### src/rtl/csa_accum_seq.sv
// ---------------------------------------------------------------------------
// csa_accum_seq
//
// Sequencer for a multi-operand carry-save accumulator. Operands arrive over a
// valid/ready stream and are folded into a redundant sum/carry pair (S, C) by
// a row of full adders. The operand flagged with in_last ends the group. The
// pair is then resolved by one shared 4-bit ripple slice, one nibble per
// cycle, and the binary total is offered downstream.
//
// Handshake semantics (both ports): a transfer happens on a rising clk edge
// where valid and ready are both 1. The producer holds valid and data stable
// until that edge. Ready never depends on valid in the same cycle.
//
// Ports:
//   clk, rst            clock; synchronous active-high reset
//   in_valid/in_ready   operand handshake; in_data operand, in_last ends group
//   out_valid/out_ready result handshake
//   out_sum             group total mod 2^ACC_W
//   out_ovf             group total did not fit in ACC_W bits
//   out_count           (only with CSA_OP_COUNT_EN) operands in the group,
//                       saturating at 255
//   dbg_state           current FSM state (0 ACCUM, 1 RESOLVE, 2 OUTPUT)
//
// Optional feature macro: CSA_OP_COUNT_EN
// ---------------------------------------------------------------------------
module csa_accum_seq #(
    parameter int WIDTH = 8,
    parameter int ACC_W = 12
) (
    input  logic             clk,
    input  logic             rst,
    input  logic             in_valid,
    output logic             in_ready,
    input  logic [WIDTH-1:0] in_data,
    input  logic             in_last,
    output logic             out_valid,
    input  logic             out_ready,
    output logic [ACC_W-1:0] out_sum,
    output logic             out_ovf,
`ifdef CSA_OP_COUNT_EN
    output logic [7:0]       out_count,
`endif
    output logic [1:0]       dbg_state
);

    localparam int NIBS  = ACC_W / 4;
    localparam int NIB_W = (NIBS > 1) ? $clog2(NIBS) : 1;

    typedef enum logic [1:0] {
        ST_ACCUM   = 2'd0,
        ST_RESOLVE = 2'd1,
        ST_OUTPUT  = 2'd2
    } state_t;

    state_t             r_state;
    state_t             w_next;

    logic [ACC_W-1:0]   r_s;
    logic [ACC_W-1:0]   r_c;
    logic [ACC_W-1:0]   r_res;
    logic               r_ovf;
    logic               r_rc;
    logic [NIB_W-1:0]   r_nib;

    logic [ACC_W-1:0]   w_x;
    logic [ACC_W-1:0]   w_maj;
    logic               w_accept;
    logic               w_out_hs;
    logic               w_last_nib;
    logic [4:0]         w_nib_sum;

    assign w_x        = ACC_W'(in_data);
    assign w_maj      = (r_s & r_c) | (r_s & w_x) | (r_c & w_x);
    assign w_accept   = in_valid && (r_state == ST_ACCUM);
    assign w_out_hs   = out_ready && (r_state == ST_OUTPUT);
    assign w_last_nib = (r_nib == NIB_W'(NIBS - 1));

    // S and C shift right by a nibble each RESOLVE cycle, so the ripple slice
    // always reads the low nibble; the result nibble enters r_res at the top.
    assign w_nib_sum = {1'b0, r_s[3:0]} + {1'b0, r_c[3:0]} + {4'b0, r_rc};

    // ---------------- state register ----------------
    always_ff @(posedge clk) begin
        if (rst) begin
            r_state <= ST_ACCUM;
        end else begin
            r_state <= w_next;
        end
    end

    // ---------------- next-state logic ----------------
    always_comb begin
        w_next = r_state;
        case (r_state)
            ST_ACCUM: begin
                if (w_accept && in_last) w_next = ST_RESOLVE;
            end
            ST_RESOLVE: begin
                if (w_last_nib) w_next = ST_OUTPUT;
            end
            ST_OUTPUT: begin
                if (out_ready) w_next = ST_ACCUM;
            end
            default: w_next = ST_ACCUM;
        endcase
    end

    // ---------------- output logic ----------------
    always_comb begin
        in_ready  = (r_state == ST_ACCUM);
        out_valid = (r_state == ST_OUTPUT);
        out_sum   = out_valid ? r_res : '0;
        out_ovf   = out_valid && r_ovf;
        dbg_state = r_state;
    end

    // ---------------- datapath ----------------
    always_ff @(posedge clk) begin
        if (rst) begin
            r_s   <= '0;
            r_c   <= '0;
            r_res <= '0;
            r_ovf <= 1'b0;
            r_rc  <= 1'b0;
            r_nib <= '0;
        end else begin
            case (r_state)
                ST_ACCUM: begin
                    if (w_accept) begin
                        r_s <= r_s ^ r_c ^ w_x;
                        // Carry word is the majority shifted up one place; its
                        // MSB falls off the top and is a lost 2^ACC_W.
                        r_c <= {w_maj[ACC_W-2:0], 1'b0};
                        r_ovf <= r_ovf | w_maj[ACC_W-1];
                        if (in_last) begin
                            r_nib <= '0;
                            r_rc  <= 1'b0;
                        end
                    end
                end
                ST_RESOLVE: begin
                    r_s   <= r_s >> 4;
                    r_c   <= r_c >> 4;
                    r_res <= (r_res >> 4) | (ACC_W'(w_nib_sum[3:0]) << (ACC_W - 4));
                    r_rc  <= w_nib_sum[4];
                    r_nib <= r_nib + NIB_W'(1);
                    if (w_last_nib) r_ovf <= r_ovf | w_nib_sum[4];
                end
                ST_OUTPUT: begin
                    if (w_out_hs) begin
                        r_s   <= '0;
                        r_c   <= '0;
                        r_ovf <= 1'b0;
                    end
                end
                default: begin
                    r_s   <= '0;
                    r_c   <= '0;
                    r_ovf <= 1'b0;
                end
            endcase
        end
    end

`ifdef CSA_OP_COUNT_EN
    logic [7:0] r_cnt;

    always_ff @(posedge clk) begin
        if (rst) begin
            r_cnt <= 8'd0;
        end else if (w_out_hs) begin
            r_cnt <= 8'd0;
        end else if (w_accept && (r_cnt != 8'hFF)) begin
            r_cnt <= r_cnt + 8'd1;
        end
    end

    assign out_count = r_cnt;
`endif

endmodule

### config.mk
export PLATFORM = sky130hd
export DESIGN_NAME = csa_accum_seq
export DESIGN_NICKNAME = d
export VERILOG_FILES = /design/src/rtl/csa_accum_seq.sv
export SDC_FILE = /design/constraint.sdc
export NUM_CORES = 1
export LEC_CHECK = 0
export ABC_AREA = 1
export CAP_MARGIN = 20
export CORE_MARGIN = 4
export CORE_UTILIZATION = 58
export DETAILED_ROUTE_END_ITERATION = 6
export PLACE_DENSITY = 0.93
export RECOVER_POWER = 50
export SYNTH_ARGS = -nofsm -noshare
export SYNTH_HDL_FRONTEND = slang
export SYNTH_SLANG_ARGS = --single-unit
### constraint.sdc
create_clock -name clk -period 5.5 [get_ports clk]
set_input_delay 1.1 -clock clk [delete_from_list [all_inputs] [get_ports clk]]
set_output_delay 1.1 -clock clk [all_outputs]
set_load 0.01 [all_outputs]
Yosys cells after proc, flatten, opt, wreduce, memory -nomap -nowiden
Index checks and enable logic that the tools add are counted.
{"block": "classes", "n_mux": 20, "eq_ne": 9, "add_sub_neg": 3, "n_reduce_logical": 10, "bitwise": 10}
{"cell": "$pmux 12 s3", "count": 2}
{"cell": "$mux 12", "count": 4}
{"cell": "$and 12x8->12", "count": 2}
{"cell": "$or 12x12->12", "count": 2}
{"cell": "$and 12x12->12", "count": 1}
{"cell": "$or 8x12->12", "count": 1}
{"cell": "$xor 12x12->12", "count": 1}
{"cell": "$xor 12x8->12", "count": 1}
{"cell": "$mux 2", "count": 5}
{"cell": "$ne 2x1->1 const B", "count": 5}
{"cell": "$reduce_and 3->1", "count": 3}
{"cell": "$pmux 2 s3", "count": 1}
{"cell": "$add 4x4->5", "count": 1}
{"cell": "$add 5x1->5", "count": 1}
{"cell": "$mux 1", "count": 5}
{"cell": "$eq 2x2->1 const B", "count": 2}
{"cell": "$logic_and 1x1->1", "count": 4}
{"cell": "$pmux 2 s2", "count": 1}
{"cell": "$pmux 1 s3", "count": 1}
{"cell": "$add 2x1->2 const B", "count": 1}
{"cell": "$eq 2x1->1 const B", "count": 1}
{"cell": "$logic_not 2->1", "count": 1}
{"cell": "$ne 2x2->1 const B", "count": 1}
{"cell": "$or 1x1->1", "count": 2}
{"cell": "3 further kinds", "count": 3}
{"block": "word_totals", "inputBits": 13, "out_inout_bits": 17, "word_cells": 59, "reg_bits": 42}

Longest topological paths before layout
{"block": "logic_depth", "depth_word": 6, "ltp_mapped": 10, "ltp_nobuf": 10}

Worst setup path after synthesis
No wires, ideal clock.
{"block": "synth_path", "path_type": "reg2out", "from": "register r_state[1] (netlist: dbg_state[1])", "to": "output out_sum[10]", "t_required_ps": 4400, "path_stages_with_launch": 6, "slack_ps": 3193, "path_buffers": 1, "arrival_ps": 1207, "cell_sequence": "dfxtp_1 > inv_1 > nor2_2 > inv_1 > clkbuf_1 > nor2_1"}
{"block": "synth_between", "elab_chain_cells": 2}
{"item": "start: declaration", "line": "55", "source": "state_t r_state;"}
{"item": "start signal: assignment", "line": "87", "source": "r_state <= w_next;"}
{"item": "$eq 2x2->1", "line": "111", "source": "out_valid = (r_state == ST_OUTPUT);"}
{"item": "net out_valid", "line": "36", "source": "output logic out_valid,"}
{"item": "$mux 12", "line": "112", "source": "out_sum = out_valid ? r_res : '0;"}
{"item": "end: declaration", "line": "38", "source": "output logic [ACC_W-1:0] out_sum,"}
The timed path passes the listed nets, and every way through them passes these cells.

Final worst setup path
{"block": "layout_path", "from": "input in_valid", "to": "register r_s[11]"}
{"block": "layout_between", "elab_chain_cells": 3}
{"item": "start: declaration", "line": "32", "source": "input logic in_valid,"}
{"item": "$logic_and 1x1->1", "line": "74", "source": "assign w_accept = in_valid && (r_state == ST_ACCUM);"}
{"item": "$ne 2x1->1 (no source line)"}
{"item": "$reduce_and 2->1 (no source line)"}
{"item": "end signal: assignment", "line": "130", "source": "r_s <= r_s ^ r_c ^ w_x;"}
{"item": "end signal: assignment", "line": "142", "source": "r_s <= r_s >> 4;"}
{"item": "end: declaration", "line": "58", "source": "logic [ACC_W-1:0] r_s;"}
Every way passes these cells.
A chain may end at the register's enable or synchronous reset.

==> key figures <==
Layout
  – Share of cells above drive strength 1: 0.0417
  – Syn-to-layout area delta: 16.5%
  – Finished Layout Cells: 358
  – Nets: between 300 and 400
  – # diodes: 0
  – Fill count: 280

Global route
  – Vias in the first global route: ~1.8k
  – Global Route met3 Usage: 0.0538
  – Largest net degree at the start of global routing: 38
  – Met2 usage: 0.323
  – Total track usage: 0.193
  – Met1 Use GR: 0.228
  – Global-route wire length before repair: between 7000 and 8000 um
  – GRT busiest layer: met2
  – Total grt overflow: 0
  – Initial antenna violation count: 0

Setup path
  – Critical-path cell list: dlygate4sd3_1 > inv_1 > nand2_1 > nand2_1 > inv_1 > nand3_1 > a21oi_1
  – Setup crit start kind: input pin
  – WP data required: roughly 5700 ps
  – Crit Path Class: in -> reg
  – Worst R2R Path Depth: 7
  – Crit path DAT: ~3300 ps
  – Max stage delay cell, worst path: nand2_1
  – Reg2reg end: r_s[11]$_SDFFE_PP0P_
  – Worst-path fanout max: 37
  – Worst Setup End Kind: flip-flop
  – Crit-path max cell delay: 770 ps
  – FF-to-FF setup slack: roughly 3000 ps
  – Crit Reg-Reg Startpoint: dbg_state[0]$_SDFFE_PP0P_

CTS
  – Post-CTS Resized: 0
  – H-tree depth: 2
  – Num CTS Buffers: 5
  – Worst-Skew Late Latency: approximately 300 ps
  – CTS tree: built
  – Hold_buf cts: 0
  – CTS Buffer Depth: 2
  – Buffer count from post-CTS setup fixing: 0
  – Root buffer cell: clkbuf_8
  – Clock sinks: 42
  – Reg clk slew, reported paths: 80 ps

Die
  – Die area: approximately 4800 sq um
  – Starting Density: 0.624
  – Die Width: between 60 and 70 um
  – Core Rows: 21
  – Core box area: roughly 3500 sq um
  – Die Ht: about 69 um
  – IO Count: 30

STA
  – Final Max Slew Viols: 0
  – Slew Limit Headroom: 0.297
  – Final Hold Viols: 0
  – RSZ-0062 raised after global routing: false
  – Setup TNS: 0 ps
  – Fmax: approximately 320 MHz
  – Worst-margin pin slew: between 1000 and 1500 ps
  – Tmin final: 3130 ps
  – Skew final: approximately 8 ps
  – Final period util: 0.569
  – Setup violations, final: 0

Routing
  – Antenna Nets Post-Route: 0
  – WL final: 4340 um
  – DR vias: approximately 1.8k
  – Initial DRC Count: 121
  – Via-to-Cell Ratio: between 5 and 6
  – DR WL/cell: roughly 12 um
  – DRC Markers: 0
  – Drt first pass iters: 4

Yosys
  – Synth top area share: 0.388
  – Leading area contributor after synthesis: dfxtp_1
  – Syn Inst Count: 288
  – Main flop type after synthesis: dfxtp_1
  – Top cells by area, synth: dfxtp_1 (39%), fa_1 (9.2%), a21oi_1 (8.5%), nand2_1 (8.1%), o21ai_0 (7.6%)
  – Register area share after synthesis: 0.388
  – Syn_nets: about 320
  – Yosys cell types: 23
  – Yosys warns: 0
  – Mean Syn Cell Area: between 7 and 8 sq um
  – Synthesized flop and latch total: 42
  – Ys async rst share: 0
  – Synth Cell Area: about 2200 sq um
  – Number of synthesized flops with an enable pin: 0

Place
  – IO Port Bufs: 29
  – Gp weighted congestion: around 0.81
  – Dpl cells: 350
  – Dpl hpwl: 3030 um

Hold path
  – Hold Path Stages: 2
  – Min-Delay Endpoint: r_res[1]$_SDFFE_PP0P_
  – Worst hold-check path type: reg -> reg
  – Hold Path Origin: r_res[1]$_SDFFE_PP0P_

Job
  – Max_cap viols: 0

Status
  – Run status: finished clean

Power and ir drop
  – Worst vdd ir: around 0.20 mV
  – PwrDens: between 200 and 300 nW/um^2
  – Leak: between 1 and 1.5 nW
## power by group
part / leakage (nW) / internal [W] / switching (W) / total, W
clock: 0.0482 / 0.000101 / 0.000106 / 0.000207
combinational: 0.660 / 0.0000505 / 0.0000760 / 0.000127
sequential: 0.344 / 0.000328 / 0.0000168 / 0.000344
total: 1.05 / 0.000479 / 0.000199 / 0.000678
## state kept, by name, summed over array words and instances, names as in the netlist
name and flops:
r_ovf 1, r_res 12, r_nib 2, r_rc 1
r_c 12, dbg_state 2, r_s 12
## routing by layer
metal	vias to the layer above	wire (um)
met3	12	231
met2	53	2130
met5	-	0
met1	825	1880
met4	0	105
li1	958	-
## layout make-up
class | count | area [sq um] | share of cell area
Multi-Input combinational cell | 192 | 1090 | 0.430
Clock buffer | 7 | 86.3 | 0.0342
Sequential cell | 42 | 841 | 0.333
Tap cell | 46 | 57.6 | 0.0228
Inverter | 40 | 150 | 0.0595
Timing Repair Buffer | 30 | 298 | 0.118
Clock inverter | 1 | 5.00 | 0.00198
## logic make-up after synthesis
| group | share of synthesized area |
|---|---|
| DFF | 0.388 |
| xor gates and xnor gates | 0.00404 |
| AOI/OAI and AO/OA | 0.181 |
| and+or+nand+nor | 0.181 |
| buffers and inverters | 0.107 |
| adders and majority gates | 0.139 |
## stage by stage
stage	total power, W	setup slack (ps)	hold WS (ps)	cell area [sq um]	util
2_1_floorplan	0.000445	3190	430	2170	-
3_3_place_gp	0.000472	2710	441	2440	0.703
3_5_place_dp	0.000479	2710	449	2440	0.703
4_1_cts	0.000681	2560	461	2530	0.730
5_1_grt	0.000715	2140	475	2520	0.728
6_report	0.000678	2370	461	2520	0.728
## worst max path at each step
stage | startpoint | depth (start not counted) | end | slack, ps
after floorplan | dbg_state[1]$_SDFFE_PP0P_ | 5 | out_sum[10] | 3190
after global placement | rst | 4 | r_c[7]$_SDFFE_PP0P_ | 2710
after detailed placement | rst | 4 | r_res[7]$_SDFFE_PP0P_ | 2710
after CTS | dbg_state[1]$_SDFFE_PP0P_ | 5 | out_sum[7] | 2560
after global routing | in_valid | 7 | r_s[11]$_SDFFE_PP0P_ | 2140
final | in_valid | 7 | r_s[11]$_SDFFE_PP0P_ | 2370
## cells in the mapped netlist (2+ instances only)
cell	count
o21ai_0	33
nand2_1	47
nand3_1	10
a21oi_1	37
nor2_2	3
buf_6	2
fa_1	10
buf_2	4
clkbuf_1	5
inv_1	39
buf_4	2
ha_1	8
dfxtp_1	42
o21ai_1	7
nor2_1	31
## worst max-delay path, delay by kind of cell
family | cells | cell delay, ps
buf+inv | 3 | 1080
simple gates | 3 | 1010
compound gates | 1 | 90
## layout by cell type, fill, tap and decap left out, types with 3 or more instances in the layout
| master | count |
|---|---|
| a21oi_1 | 37 |
| clkbuf_8 | 6 |
| clkdlybuf4s50_1 | 24 |
| dfxtp_1 | 42 |
| dlygate4sd3_1 | 5 |
| fa_1 | 10 |
| ha_1 | 8 |
| inv_1 | 40 |
| nand2_1 | 48 |
| nand3_1 | 10 |
| nor2_1 | 31 |
| nor2_2 | 3 |
| o21ai_0 | 39 |
No activity file was read; power rests on OpenSTA's default activity.
